File: config.mk
export PLATFORM = sky130hd
export DESIGN_NAME = dma_copy_flat
export DESIGN_NICKNAME = d
export VERILOG_FILES = /design/src/rtl/dma_copy_if.sv /design/src/rtl/dma_copy.sv /design/src/flat_wrapper.sv
export SDC_FILE = /design/constraint.sdc
export NUM_CORES = 1
export LEC_CHECK = 0
export CAP_MARGIN = 10
export CORE_AREA = 2 2 106 108
export DETAILED_ROUTE_END_ITERATION = 16
export DIE_AREA = 0 0 108 110
export PLACE_DENSITY = 0.82
export SLEW_MARGIN = 20
export SYNTH_ARGS = -nofsm -noshare
export SYNTH_HDL_FRONTEND = slang
export SYNTH_SLANG_ARGS = --single-unit
File: constraint.sdc
create_clock -name clk -period 2.57 [get_ports clk]
set_input_delay 0.514 -clock clk [delete_from_list [all_inputs] [get_ports clk]]
set_output_delay 0.514 -clock clk [all_outputs]
set_load 0.005 [all_outputs]
File: src/rtl/dma_copy_if.sv
// dma_copy_if: bus-master port of the DMA engine.
// Request/grant handshake plus the address/data/direction bus.
interface dma_copy_if;
    logic        busreq;
    logic        busgrant;
    logic [15:0] m_address;
    logic [7:0]  m_dout;
    logic [7:0]  m_din;
    logic        m_read;

    modport master (
        output busreq, m_address, m_dout, m_read,
        input  busgrant, m_din
    );

    modport slave (
        input  busreq, m_address, m_dout, m_read,
        output busgrant, m_din
    );
endinterface

File: src/rtl/dma_copy.sv
// dma_copy: memory-to-memory DMA (copy / fill) with an 8-register
// CPU slave port and a bus-master port toward SRAM and peripherals.
module dma_copy (
    input  logic       clk,
    input  logic       rst,
    input  logic [2:0] AD,
    input  logic [7:0] DI,
    output logic [7:0] DO,
    input  logic       rw,
    input  logic       cs,
    output logic       intr,
    dma_copy_if.master bus
);
    typedef enum logic [2:0] {
        S_IDLE, S_REQ, S_RD, S_CAP, S_WR, S_FIN
    } state_t;

    state_t      state, state_n;
    logic [15:0] src, dst, len;
    logic [7:0]  fill, buffer;
    logic        src_fix, dst_fix, fillmode, ie, done, abort_pend;
    logic        busy, wr_en, ctrl_wr, reg_wr, start;
    logic        abort_wr, abort_any;
    logic        step, cap, set_done;
    logic        busreq, m_read;
    logic [15:0] m_address;
    logic [7:0]  m_dout;

    assign busy = (state == S_REQ) || (state == S_RD) ||
                  (state == S_CAP) || (state == S_WR);

    assign wr_en   = cs & ~rw;
    assign ctrl_wr = wr_en & (AD == 3'd6);
    assign reg_wr  = wr_en & (AD != 3'd6) & ~busy;
    // ABORT together with START while idle cancels both.
    assign start     = ctrl_wr & ~busy & DI[0] & ~DI[6];
    assign abort_wr  = ctrl_wr & busy & DI[6];
    assign abort_any = abort_pend | abort_wr;

    assign bus.busreq    = busreq;
    assign bus.m_read    = m_read;
    assign bus.m_address = m_address;
    assign bus.m_dout    = m_dout;
    assign intr          = done & ie;

    // State register.
    always_ff @(posedge clk or posedge rst) begin
        if (rst) state <= S_IDLE;
        else     state <= state_n;
    end

    // Next state and master bus outputs; bus idles unless granted.
    always_comb begin
        state_n   = state;
        busreq    = 1'b0;
        m_read    = 1'b1;
        m_address = 16'h0000;
        m_dout    = 8'h00;
        step      = 1'b0;
        cap       = 1'b0;
        set_done  = 1'b0;
        case (state)
            S_IDLE, S_FIN: begin
                if (state == S_FIN) begin
                    set_done = 1'b1;
                    state_n  = S_IDLE;
                end
                if (start) begin
                    if (len != 16'h0000) state_n  = S_REQ;
                    else                 set_done = 1'b1;
                end
            end
            S_REQ: begin
                busreq = 1'b1;
                if (abort_any)     state_n = S_FIN;
                else if (bus.busgrant)
                    state_n = fillmode ? S_WR : S_RD;
            end
            S_RD: begin
                busreq = 1'b1;
                if (!bus.busgrant) begin
                    if (abort_any) state_n = S_FIN;
                end else begin
                    m_address = src;
                    state_n   = S_CAP;
                end
            end
            S_CAP: begin
                busreq = 1'b1;
                if (!bus.busgrant) begin
                    state_n = abort_any ? S_FIN : S_RD;
                end else begin
                    cap     = 1'b1;
                    state_n = S_WR;
                end
            end
            S_WR: begin
                busreq = 1'b1;
                if (!bus.busgrant) begin
                    if (abort_any) state_n = S_FIN;
                end else begin
                    m_read    = 1'b0;
                    m_address = dst;
                    m_dout    = fillmode ? fill : buffer;
                    step      = 1'b1;
                    if (len == 16'h0001 || abort_any) state_n = S_FIN;
                    else state_n = fillmode ? S_WR : S_RD;
                end
            end
            default: state_n = S_IDLE;
        endcase
    end

    // Register file, address/length stepping, data buffer and flags.
    always_ff @(posedge clk or posedge rst) begin
        if (rst) begin
            src        <= 16'h0000;
            dst        <= 16'h0000;
            len        <= 16'h0000;
            fill       <= 8'h00;
            buffer     <= 8'h00;
            src_fix    <= 1'b0;
            dst_fix    <= 1'b0;
            fillmode   <= 1'b0;
            ie         <= 1'b0;
            done       <= 1'b0;
            abort_pend <= 1'b0;
        end else begin
            if (reg_wr) begin
                case (AD)
                    3'd0:    src[15:8] <= DI;
                    3'd1:    src[7:0]  <= DI;
                    3'd2:    dst[15:8] <= DI;
                    3'd3:    dst[7:0]  <= DI;
                    3'd4:    len[15:8] <= DI;
                    3'd5:    len[7:0]  <= DI;
                    3'd7:    fill      <= DI;
                    default: ;
                endcase
            end
            if (ctrl_wr) begin
                ie <= DI[7];
                if (!busy) begin
                    src_fix  <= DI[1];
                    dst_fix  <= DI[2];
                    fillmode <= DI[3];
                end
            end
            if (step) begin
                if (!src_fix && !fillmode) src <= src + 16'd1;
                if (!dst_fix)              dst <= dst + 16'd1;
                len <= len - 16'd1;
            end
            if (cap) buffer <= bus.m_din;
            if (set_done)     done <= 1'b1;
            else if (ctrl_wr) done <= 1'b0;
            if (state == S_FIN) abort_pend <= 1'b0;
            else if (abort_wr)  abort_pend <= 1'b1;
        end
    end

    // Live register readback.
    always_comb begin
        DO = 8'h00;
        case (AD)
            3'd0: DO = src[15:8];
            3'd1: DO = src[7:0];
            3'd2: DO = dst[15:8];
            3'd3: DO = dst[7:0];
            3'd4: DO = len[15:8];
            3'd5: DO = len[7:0];
            3'd6: DO = {ie, 2'b00, fillmode, dst_fix, src_fix, done, busy};
            3'd7: DO = fill;
            default: DO = 8'h00;
        endcase
    end
endmodule

File: src/flat_wrapper.sv
// flat-port wrapper written by rule: the top's interface ports become plain ports
module dma_copy_flat 
  (clk, rst, AD, DI, DO, rw, cs, intr, bus_busreq, bus_m_address, bus_m_dout, bus_m_read, bus_busgrant, bus_m_din);
  dma_copy_if bus_i ();
  input  logic clk;
  input  logic rst;
  input  logic [2:0] AD;
  input  logic [7:0] DI;
  output logic [7:0] DO;
  input  logic rw;
  input  logic cs;
  output logic intr;
  output wire logic [$bits(bus_i.busreq)-1:0] bus_busreq;
  output wire logic [$bits(bus_i.m_address)-1:0] bus_m_address;
  output wire logic [$bits(bus_i.m_dout)-1:0] bus_m_dout;
  output wire logic [$bits(bus_i.m_read)-1:0] bus_m_read;
  input wire logic [$bits(bus_i.busgrant)-1:0] bus_busgrant;
  input wire logic [$bits(bus_i.m_din)-1:0] bus_m_din;
  assign bus_busreq = bus_i.busreq;
  assign bus_m_address = bus_i.m_address;
  assign bus_m_dout = bus_i.m_dout;
  assign bus_m_read = bus_i.m_read;
  assign bus_i.busgrant = bus_busgrant;
  assign bus_i.m_din = bus_m_din;
  dma_copy u_core (.clk(clk), .rst(rst), .AD(AD), .DI(DI), .DO(DO), .rw(rw), .cs(cs), .intr(intr), .bus(bus_i));
endmodule
==> flow_metrics.env <==
export IMPL_path_class="input pin to output pin"
export IMPL_synth_fp_nets=611
export IMPL_setup_tns_ns=0
export IMPL_synth_main_ff_cell="dfrtp_1"
export IMPL_status="completed"
export IMPL_grt_total_usage=0.340
export IMPL_htreeDepth=3
export IMPL_fin_nets=723
export IMPL_viasPerCell=6.75
export IMPL_clk_pin_slew_worst_paths_ns=0.08
export IMPL_peakVddDrop_uv=589
export IMPL_insertion_delay_ns=0.37
export IMPL_grt_pass1_wl_um=30600
export IMPL_slew_headroom=0.583
export IMPL_ant_nets=0
export IMPL_p_total_w=0.00664
export IMPL_antenna_found_initial=0
export IMPL_critPathRequiredTime_ns=2.06
export IMPL_r2r_start="u_core.state[2]"
export IMPL_setup_viol=0
export IMPL_wl_per_cell_um=23.3
export IMPL_powerDensity_mw_per_mm2=948
export IMPL_setup_slack_ns=0.0391
export IMPL_min_period_over_period=0.985
export IMPL_dp_hpwl_um=13800
export IMPL_drc=0
export IMPL_tritoncts="done"
export IMPL_async_flop_share=1.00
export IMPL_cap_violations=0
export IMPL_synthSimpleGateAreaFrac=0.219
export IMPL_critPathMaxFanout=7
export IMPL_worst_r2r_path_depth=6
export IMPL_start_kind="input pin"
export IMPL_worstSetupEndpointType="output pin"
export IMPL_synth_top_family_by_area="compound AO/OA/AOI/OAI gates"
export IMPL_synthMuxAreaShare=0.135
export IMPL_clockRootBuffer="clkbuf_8"
export IMPL_start_util=0.498
export IMPL_die_area_mm2=0.0119
export IMPL_fin_hold_ws_ns=0.519
export IMPL_crit_start="AD[1]"
export IMPL_leakagePower_nw=3.18
export IMPL_wirelength_um=19600
export IMPL_die_h_um=110
export IMPL_gp_congestion=1.02
export IMPL_grt_pass1_vias=5437
export IMPL_r2r_end="u_core.dst[2]"
export IMPL_synth_enable_flop_cells=0
export IMPL_grt_overflow=0
export IMPL_cp_arrival_ns=2.02
export IMPL_finClkSkew_ns=0.0122
export IMPL_area_delta_synth_final_pct=31.6
export IMPL_num_vias=5663
export IMPL_pre_cts_slack_ns=-0.486
export IMPL_crit_path_end="DO[7]"
export IMPL_diodes=0
export IMPL_ys_ff_latch=73
export IMPL_core_area_mm2=0.0107
export IMPL_ios=59
export IMPL_drt_iter0_drc=586
export IMPL_synthCells=582
export IMPL_synthAdderAreaFrac=0.0118
export IMPL_postSynthAreaPerCell_um2=9.15
export IMPL_synth_area_mm2=0.00532
export IMPL_grt_max_degree=41
export IMPL_fp_row_count=38
export IMPL_port_buffers=58
export IMPL_r2r_setup_slack_ns=0.26
export IMPL_layout_drive_gt1_share=0.265
export IMPL_slew_viol_final=0
export IMPL_hold_buffers=0
export IMPL_min_path_type="register to register"
export IMPL_finalCriticalPeriod_ns=2.53
export IMPL_hold_viol_final=0
export IMPL_fillerInstances=865
export IMPL_rsz0062_at_grt="false"
export IMPL_worst_pin_slew_ns=0.624
export IMPL_synthXorXnorAreaFrac=0.00329
export IMPL_ys_seq_area_frac=0.343
export IMPL_fin_util=0.655
export IMPL_firstDrtPassIters=6
export IMPL_numClockSinks=73
export IMPL_cts_made_buffers=9
export IMPL_clockBufferDepth=2
export IMPL_die_x_um=108
export IMPL_synth_compound_area_frac=0.228
export IMPL_synth_cell_types=77
export IMPL_ys_warn_count=0
export IMPL_timing_fmax_mhz=395
==> worst min-delay path by stage <==
stage                           from          endpoint  slack [ns]  depth (start not counted)
floorplan           u_core.buffer[0]  u_core.buffer[0]        0.48                          1
global placement    u_core.buffer[5]  u_core.buffer[5]        0.49                          1
detailed placement  u_core.buffer[6]  u_core.buffer[6]        0.50                          1
CTS                 u_core.buffer[6]  u_core.buffer[6]        0.51                          1
global route        u_core.buffer[3]  u_core.buffer[3]        0.55                          1
finish              u_core.buffer[0]  u_core.buffer[0]        0.52                          1
==> cells in the mapped netlist (all sizes together), types with 8 or more instances <==
library cell	count	area (µm²)
a211oi	11	87.6
a21oi	19	95.1
a22o	10	87.6
a31oi	8	50.1
and3	10	62.6
buf	26	140
clkbuf	25	93.8
dfrtp	73	1830
inv	23	86.3
mux2	25	282
mux2i	37	370
nand2	37	139
nand3	25	125
nand4	21	131
nor2	35	134
nor2b	8	50.1
nor3	19	106
nor4	8	50.1
o21ai	19	95.1
o221a	17	191
or3	9	56.3
==> sequential cells by signal (all words and copies together) (netlist names) <==
register,cells
u_core.abort_pend,1
u_core.buffer,8
u_core.done,1
u_core.dst,16
u_core.dst_fix,1
u_core.fill,8
u_core.fillmode,1
u_core.ie,1
u_core.len,16
u_core.src,16
u_core.src_fix,1
u_core.state,3
==> layout make-up <==
class | count | area, µm² | area share
multi-input combinational | 435 | 3250 | 0.463
timing repair buffer | 152 | 1440 | 0.206
inverter | 23 | 91.3 | 0.0130
sequential | 73 | 1830 | 0.261
tap | 140 | 175 | 0.0250
clock inverter | 5 | 78.8 | 0.0113
clock buffer | 11 | 141 | 0.0202
==> placed cells by master (no fill, tap or decap), types with 5 or more instances in the layout <==
master / netlist / routed
buf_4: 2 / 82
dfrtp_1: 73 / 70
nand2_1: 37 / 37
mux2i_1: 37 / 37
nor2_1: 34 / 33
clkdlybuf4s50_1: 0 / 26
mux2_2: 25 / 25
nand3_1: 25 / 25
nand4_1: 21 / 21
inv_1: 22 / 21
a21oi_1: 19 / 19
o221a_2: 17 / 17
nor3_1: 18 / 15
dlygate4sd2_1: 0 / 15
o21ai_0: 18 / 14
dlymetal6s2s_1: 0 / 13
and3_1: 10 / 10
a211oi_1: 10 / 10
a22o_1: 10 / 10
clkbuf_8: 0 / 10
or3_1: 9 / 8
nor4_1: 8 / 8
a31oi_1: 8 / 8
nor2b_1: 8 / 7
nand3b_1: 6 / 6
and2_1: 6 / 6
a311oi_1: 6 / 6
o211ai_1: 6 / 6
nand2b_1: 5 / 5
o21ai_1: 1 / 5
and4_1: 5 / 5
o32ai_1: 6 / 5
ha_1: 5 / 5
buf_6: 2 / 5
buf_12: 0 / 5
==> routing by layer <==
layer / global-route usage / wire length [µm]
met2: 0.554 / 8950
met4: 0.174 / 1170
met1: 0.435 / 7490
met3: 0.0623 / 1970
met5: 0 / 0
==> logic make-up (layout without fill, tap and decap cells) <==
group / count (synthesis) / in the layout
muxes: 65 / 65
and+or+nand+nor: 210 / 210
adders and majority gates: 5 / 5
DFF: 73 / 73
buffers and inverters: 74 / 191
AOI/OAI and AO/OA: 153 / 153
xor gates and xnor gates: 2 / 2
==> worst max-delay path, stage by stage <==
cell             delay (ns)
clkbuf_4               0.15
buf_12                 0.13
buf_4                  0.12
mux4_2                 0.51
o2bb2ai_2              0.15
clkdlybuf4s50_1        0.44
==> repair_timing <==
action / CTS / global route
resized for setup: 51 / 23
setup buffers: 9 / 3
pin swaps: 5 / 2
setup endpoints to repair: 34 / 18
gates cloned: 5 / 0
==> report_power, final <==
group | switching [W] | total [W] | internal, W | leakage [nW]
clock | 0.000474 | 0.00105 | 0.000572 | 0.113
sequential | 0.000786 | 0.00248 | 0.00169 | 0.870
combinational | 0.00158 | 0.00312 | 0.00154 | 2.19
total | 0.00284 | 0.00664 | 0.00380 | 3.18
==> through the flow <==
stage / instances / instance area [µm²]
6_report: 839 / 7000
5_1_grt: 839 / 7000
4_1_cts: 836 / 6920
3_5_place_dp: 806 / 6490
3_3_place_gp: 806 / 6490
2_1_floorplan: 582 / 5320
Power figures use the tool's default switching activity.
